==> config.mk <==
export PLATFORM = sky130hd
export DESIGN_NAME = alu_issue
export DESIGN_NICKNAME = d
export VERILOG_FILES = /design/src/rtl/alu_pkg.sv /design/src/rtl/alu_decode.sv /design/src/rtl/alu_issue.sv
export SDC_FILE = /design/constraint.sdc
export NUM_CORES = 1
export LEC_CHECK = 0
export CORE_UTILIZATION = 40
export CTS_CLUSTER_DIAMETER = 30
export DETAILED_ROUTE_END_ITERATION = 6
export PLACE_DENSITY = 0.78
export REMOVE_ABC_BUFFERS = 1
export SLEW_MARGIN = 25
export SYNTH_ARGS = -nofsm -noshare
export SYNTH_HDL_FRONTEND = slang
export SYNTH_HIERARCHICAL = 1
export SYNTH_SLANG_ARGS = --single-unit
==> constraint.sdc <==
create_clock -name clk -period 7.4 [get_ports clk]
set_clock_uncertainty 0.15 [all_clocks]
set_input_delay 1.85 -clock clk [delete_from_list [all_inputs] [get_ports clk]]
set_output_delay 1.85 -clock clk [all_outputs]
set_load 0.02 [all_outputs]
==> src/rtl/alu_pkg.sv <==
// Shared constants for the EX-stage issue unit: ALU control codes, MIPS opcode/funct
// values, the decoded-instruction record and the immediate extension helper.
package alu_pkg;

    localparam logic [3:0] ALU_ADD     = 4'd0;
    localparam logic [3:0] ALU_SUB     = 4'd1;
    localparam logic [3:0] ALU_NOT     = 4'd2;
    localparam logic [3:0] ALU_SLL     = 4'd3;
    localparam logic [3:0] ALU_SRL     = 4'd4;
    localparam logic [3:0] ALU_AND     = 4'd5;
    localparam logic [3:0] ALU_OR      = 4'd6;
    localparam logic [3:0] ALU_SLT     = 4'd7;
    localparam logic [3:0] ALU_ILLEGAL = 4'hF;

    localparam logic [5:0] OP_RTYPE = 6'h00;
    localparam logic [5:0] OP_BEQ   = 6'h04;
    localparam logic [5:0] OP_ADDI  = 6'h08;
    localparam logic [5:0] OP_SLTI  = 6'h0A;
    localparam logic [5:0] OP_ANDI  = 6'h0C;
    localparam logic [5:0] OP_ORI   = 6'h0D;
    localparam logic [5:0] OP_LW    = 6'h23;
    localparam logic [5:0] OP_SW    = 6'h2B;

    localparam logic [5:0] FN_SLL  = 6'h00;
    localparam logic [5:0] FN_SRL  = 6'h02;
    localparam logic [5:0] FN_ADD  = 6'h20;
    localparam logic [5:0] FN_ADDU = 6'h21;
    localparam logic [5:0] FN_SUB  = 6'h22;
    localparam logic [5:0] FN_SUBU = 6'h23;
    localparam logic [5:0] FN_AND  = 6'h24;
    localparam logic [5:0] FN_OR   = 6'h25;
    localparam logic [5:0] FN_NOT  = 6'h27;
    localparam logic [5:0] FN_SLT  = 6'h2A;

    typedef struct packed {
        logic [3:0] alu_cnt;
        logic       use_imm;
        logic       sign_ext;
        logic       shift_rt;
        logic       is_branch;
        logic       illegal;
    } dec_t;

    function automatic logic [31:0] ext_imm(input logic [15:0] imm, input logic sign_ext);
        return sign_ext ? {{16{imm[15]}}, imm} : {16'h0000, imm};
    endfunction

endpackage

==> src/rtl/alu_decode.sv <==
// Combinational MIPS opcode/funct decoder producing the ALU control code and operand
// steering flags. I-type decode is present only when ALU_ISSUE_IMM_EN is defined.
module alu_decode
    import alu_pkg::*;
(
    input  logic [5:0] opcode_i,
    input  logic [5:0] funct_i,
    output logic [3:0] alu_cnt_o,
    output logic       use_imm_o,
    output logic       sign_ext_o,
    output logic       shift_rt_o,
    output logic       is_branch_o,
    output logic       illegal_o
);

    always_comb begin
        alu_cnt_o   = ALU_ILLEGAL;
        use_imm_o   = 1'b0;
        sign_ext_o  = 1'b0;
        shift_rt_o  = 1'b0;
        is_branch_o = 1'b0;
        illegal_o   = 1'b0;

        case (opcode_i)
            OP_RTYPE: begin
                case (funct_i)
                    FN_ADD, FN_ADDU: alu_cnt_o = ALU_ADD;
                    FN_SUB, FN_SUBU: alu_cnt_o = ALU_SUB;
                    FN_AND:          alu_cnt_o = ALU_AND;
                    FN_OR:           alu_cnt_o = ALU_OR;
                    FN_NOT:          alu_cnt_o = ALU_NOT;
                    FN_SLT:          alu_cnt_o = ALU_SLT;
                    FN_SLL: begin
                        alu_cnt_o  = ALU_SLL;
                        shift_rt_o = 1'b1;
                    end
                    FN_SRL: begin
                        alu_cnt_o  = ALU_SRL;
                        shift_rt_o = 1'b1;
                    end
                    default:         alu_cnt_o = ALU_ILLEGAL;
                endcase
            end
            OP_BEQ: begin
                alu_cnt_o   = ALU_SUB;
                is_branch_o = 1'b1;
            end
`ifdef ALU_ISSUE_IMM_EN
            OP_ADDI, OP_LW, OP_SW: begin
                alu_cnt_o  = ALU_ADD;
                use_imm_o  = 1'b1;
                sign_ext_o = 1'b1;
            end
            OP_SLTI: begin
                alu_cnt_o  = ALU_SLT;
                use_imm_o  = 1'b1;
                sign_ext_o = 1'b1;
            end
            OP_ANDI: begin
                alu_cnt_o = ALU_AND;
                use_imm_o = 1'b1;
            end
            OP_ORI: begin
                alu_cnt_o = ALU_OR;
                use_imm_o = 1'b1;
            end
`endif
            default: alu_cnt_o = ALU_ILLEGAL;
        endcase

        illegal_o = (alu_cnt_o == ALU_ILLEGAL);
    end

endmodule

==> src/rtl/alu_issue.sv <==
// EX-stage issue unit: ISS register drives the external combinational ALU, RES register
// captures its result behind a valid/ready handshake. Optional I-type path: ALU_ISSUE_IMM_EN.
module alu_issue
    import alu_pkg::*;
#(
    parameter int DATA_W = 32
) (
    input  logic              clk,
    input  logic              rst,
    input  logic              flush,
    input  logic              in_valid,
    output logic              in_ready,
    input  logic [5:0]        in_opcode,
    input  logic [5:0]        in_funct,
    input  logic [4:0]        in_shamt,
    input  logic [15:0]       in_imm,
    input  logic [DATA_W-1:0] in_rs_data,
    input  logic [DATA_W-1:0] in_rt_data,
    output logic [3:0]        alu_cnt,
    output logic [DATA_W-1:0] alu_in1,
    output logic [DATA_W-1:0] alu_in2,
    output logic [4:0]        alu_shamt,
    input  logic [DATA_W-1:0] alu_result,
    input  logic              alu_zero,
    output logic              res_valid,
    input  logic              res_ready,
    output logic [DATA_W-1:0] res_data,
    output logic              res_zero,
    output logic              res_branch,
    output logic              res_illegal
);

    dec_t dec;

    alu_decode u_decode (
        .opcode_i    (in_opcode),
        .funct_i     (in_funct),
        .alu_cnt_o   (dec.alu_cnt),
        .use_imm_o   (dec.use_imm),
        .sign_ext_o  (dec.sign_ext),
        .shift_rt_o  (dec.shift_rt),
        .is_branch_o (dec.is_branch),
        .illegal_o   (dec.illegal)
    );

`ifdef ALU_ISSUE_IMM_EN
    logic [DATA_W-1:0] imm_ext;
    assign imm_ext = ext_imm(in_imm, dec.sign_ext);
`else
    logic unused_imm;
    assign unused_imm = ^{in_imm, dec.use_imm, dec.sign_ext};
`endif

    logic [DATA_W-1:0] op1_sel, op2_sel;
    logic [4:0]        shamt_sel;

    // Illegal instructions present zero operands so nothing meaningful reaches the ALU.
    always_comb begin
        op1_sel   = dec.shift_rt ? in_rt_data : in_rs_data;
        op2_sel   = in_rt_data;
        shamt_sel = dec.shift_rt ? in_shamt : 5'd0;
`ifdef ALU_ISSUE_IMM_EN
        if (dec.use_imm) begin
            op2_sel = imm_ext;
        end
`endif
        if (dec.illegal) begin
            op1_sel   = '0;
            op2_sel   = '0;
            shamt_sel = 5'd0;
        end
    end

    logic              iss_vld_q, iss_vld_d;
    logic [3:0]        iss_cnt_q, iss_cnt_d;
    logic [DATA_W-1:0] iss_in1_q, iss_in1_d;
    logic [DATA_W-1:0] iss_in2_q, iss_in2_d;
    logic [4:0]        iss_shamt_q, iss_shamt_d;
    logic              iss_br_q, iss_br_d;
    logic              iss_ill_q, iss_ill_d;

    logic              res_vld_q, res_vld_d;
    logic [DATA_W-1:0] res_data_q, res_data_d;
    logic              res_zero_q, res_zero_d;
    logic              res_br_q, res_br_d;
    logic              res_ill_q, res_ill_d;

    logic iss_accept, res_load;

    assign in_ready   = !flush && (!iss_vld_q || !res_vld_q || res_ready);
    assign iss_accept = in_valid && in_ready;
    assign res_load   = iss_vld_q && (!res_vld_q || res_ready);

    always_comb begin
        iss_vld_d   = iss_vld_q;
        iss_cnt_d   = iss_cnt_q;
        iss_in1_d   = iss_in1_q;
        iss_in2_d   = iss_in2_q;
        iss_shamt_d = iss_shamt_q;
        iss_br_d    = iss_br_q;
        iss_ill_d   = iss_ill_q;
        res_vld_d   = res_vld_q;
        res_data_d  = res_data_q;
        res_zero_d  = res_zero_q;
        res_br_d    = res_br_q;
        res_ill_d   = res_ill_q;

        // ISS: capture decoded instruction; ALU ports hold while this stage is stalled.
        if (iss_accept) begin
            iss_vld_d   = 1'b1;
            iss_cnt_d   = dec.alu_cnt;
            iss_in1_d   = op1_sel;
            iss_in2_d   = op2_sel;
            iss_shamt_d = shamt_sel;
            iss_br_d    = dec.is_branch;
            iss_ill_d   = dec.illegal;
        end else if (res_load) begin
            iss_vld_d = 1'b0;
        end

        // RES: the ALU's output for an illegal code is undefined and is masked here.
        if (res_load) begin
            res_vld_d  = 1'b1;
            res_data_d = iss_ill_q ? '0 : alu_result;
            res_zero_d = !iss_ill_q && alu_zero;
            res_br_d   = iss_br_q && !iss_ill_q && alu_zero;
            res_ill_d  = iss_ill_q;
        end else if (res_ready) begin
            res_vld_d = 1'b0;
        end

        if (flush) begin
            iss_vld_d = 1'b0;
            res_vld_d = 1'b0;
        end
    end

    always_ff @(posedge clk) begin
        if (rst) begin
            iss_vld_q   <= 1'b0;
            iss_cnt_q   <= ALU_ADD;
            iss_in1_q   <= '0;
            iss_in2_q   <= '0;
            iss_shamt_q <= 5'd0;
            iss_br_q    <= 1'b0;
            iss_ill_q   <= 1'b0;
            res_vld_q   <= 1'b0;
            res_data_q  <= '0;
            res_zero_q  <= 1'b0;
            res_br_q    <= 1'b0;
            res_ill_q   <= 1'b0;
        end else begin
            iss_vld_q   <= iss_vld_d;
            iss_cnt_q   <= iss_cnt_d;
            iss_in1_q   <= iss_in1_d;
            iss_in2_q   <= iss_in2_d;
            iss_shamt_q <= iss_shamt_d;
            iss_br_q    <= iss_br_d;
            iss_ill_q   <= iss_ill_d;
            res_vld_q   <= res_vld_d;
            res_data_q  <= res_data_d;
            res_zero_q  <= res_zero_d;
            res_br_q    <= res_br_d;
            res_ill_q   <= res_ill_d;
        end
    end

    assign alu_cnt     = iss_vld_q ? iss_cnt_q : ALU_ADD;
    assign alu_in1     = iss_in1_q;
    assign alu_in2     = iss_in2_q;
    assign alu_shamt   = iss_shamt_q;

    assign res_valid   = res_vld_q;
    assign res_data    = res_data_q;
    assign res_zero    = res_zero_q;
    assign res_branch  = res_br_q;
    assign res_illegal = res_ill_q;

endmodule

==> run metrics <==
Initial DRC Count=442; pin count of the biggest net entering global routing=113; Placer Congestion=0.778; Tot Pwr=1340 uW; CTS tree=done; first-pass GRT wire length=25.2 mm; Port Buffers=228; Post-Synthesis Cells=592; antenna-violating nets left=0; # H-tree levels=3; clk root buf=clkbuf_16; Post-Place Cells=926; P_leak=0.00239 uW; R2R depth=6; crit start category=input pin; Antenna diodes=0; initial antenna violation count=0; relative max-transition margin=36.9%; critical path's slowest cell=clkdlybuf4s50_1; CTS buffer count=9; CP peak stage delay=0.62 ns; worst-margin pin slew=0.946 ns; final period utilization=72.0%; layout cell share with drive strength beyond 1=4.41%; RR Endpoint=alu_in1[10]; worst path bufs/invs=2; Hold Violations, Final=0; kind of critical path=input pin to primary output; clk sink count=112; vias=5,445; Skew-Pair Late Insertion Delay=0.34 ns; first-pass detailed-route iteration total=5; Congestion Overflow GR=0; reg2reg start=iss_vld_q; hold crit path type=register to register; vias in the first global route=4,948; pwr dens=172 nW/um^2; Multi-input gate area=2620 um^2; final cell count without fillers=943; Setup crit end=in_ready; Hold Path Stages=2; Global Route met2 Usage=38.5%; Fill cells=1,065; IO Count=245; Req. time, crit path=5.40 ns; fmax=0.188 GHz; hold buffers post-CTS=0; WHS=0.323 ns; Ys Warns=6; hpwl dp=10.6 mm; crit-path max FO=4; GRT Util Overall=23.6%; RSZ-0062 raised after global routing=false; status=completed; P&R area growth vs syn=50.7%; max cap viols=0; clock slew at reported path FFs=0.07 ns; Final Cell Area=7810 um^2; Crit. End Element=primary output; Levels on crit path=4; post-synthesis average cell area=8.75 um^2; setup TNS=0 ns; # nets final=901; Crit path top cell by count=clkdlybuf4s50_1; dpl cell area=7420 um^2; grt met3 use=3.97%; FF/Latch Area=2240 um^2; DIE AREA=13,400 um^2; CP Cell Sequence=clkdlybuf4s50_1, and3b_2, nor2_1, clkdlybuf4s50_1; Core Area=12,600 um^2; Resize count post-CTS=0; Max VDD drop=0.000115 V; Setup crit start=res_ready; # DRC=0; GRT Max-Usage Layer=met2; post-CTS setup buffer count=0; die width=116 um; Routed WL=16.6 mm; initial core utilization=41.1%; most common cell after layout, fill and taps aside=clkdlybuf4s50_1; synthesized area=5180 um^2; most frequent cells in the layout=clkdlybuf4s50_1 (227), dfxtp_1 (112), a21oi_1 (110), o21ai_0 (91), nand4b_1 (64); clk buf depth=2; flop2flop setup slack=4.86 ns; row cnt=41; cell class contributing the biggest share of worst-path delay=buffers and inverters; Min Clock Period, post-route=5.33 ns; met1 Use GR=30.7%; Die Ht=116 um; max-slew violations=0; CP arrival=3.33 ns; vias per std cell=5.77; Routed WL per cell=17.6 um; final setup fails=0
## sequential cells by signal (all words and copies together) (netlist names)
name         count
alu_in1         32
alu_in2         32
res_data        32
alu_shamt        5
iss_cnt_q        4
iss_br_q         1
iss_ill_q        1
iss_vld_q        1
res_branch       1
res_illegal      1
res_valid        1
res_zero         1
## worst min path at each step
stage | startpoint | to | slack, ns
floorplan | iss_br_q | res_branch | 0.29
global placement | iss_br_q | res_branch | 0.31
detailed placement | alu_in2[18] | alu_in2[18] | 0.31
CTS | alu_in1[24] | alu_in1[24] | 0.32
global route | res_data[8] | res_data[8] | 0.34
finish | iss_br_q | res_branch | 0.32
## layout make-up
type,count,area share (%)
clock buffers,12,3.28
clock inverters,4,1.27
flip-flops and latches,112,28.7
repair buffers,237,30.4
well taps,172,2.76
multi-input cells,405,33.6
inverters,1,0.0481
## per-layer routing
metal / up-vias / routed length [um] / part of all wire, %
li1: 2585 / - / -
met1: 2585 / 6900 / 42
met2: 241 / 8090 / 49
met3: 34 / 1150 / 6.9
met4: 0 / 468 / 2.8
met5: - / 0 / 0
## stage by stage
| step | setup WS, ns | utilization [%] |
|---|---|---|
| 2_1_floorplan | 0.858 | - |
| 6_report | 2.07 | 61.9 |
| 4_1_cts | 2.07 | 61.6 |
| 3_3_place_gp | 2.12 | 58.8 |
| 5_1_grt | 2.03 | 61.9 |
| 3_5_place_dp | 2.12 | 58.8 |
## worst reg2reg max path, cell delays in order (launching register included)
cell and delay [ns]:
dfxtp_1 0.31, buf_4 0.37, and3b_2 0.29, buf_4 0.35, buf_4 0.57, o21ai_0 0.26, a21oi_1 0.16
## power by group
group	total [uW]	internal (uW)	leakage [uW]	switching, uW
clock	575	351	0.000173	223
sequential	617	611	0.000905	6.25
combinational	153	85.5	0.00131	67.3
total	1340	1050	0.00239	297
(Power assumes the default switching activity.)
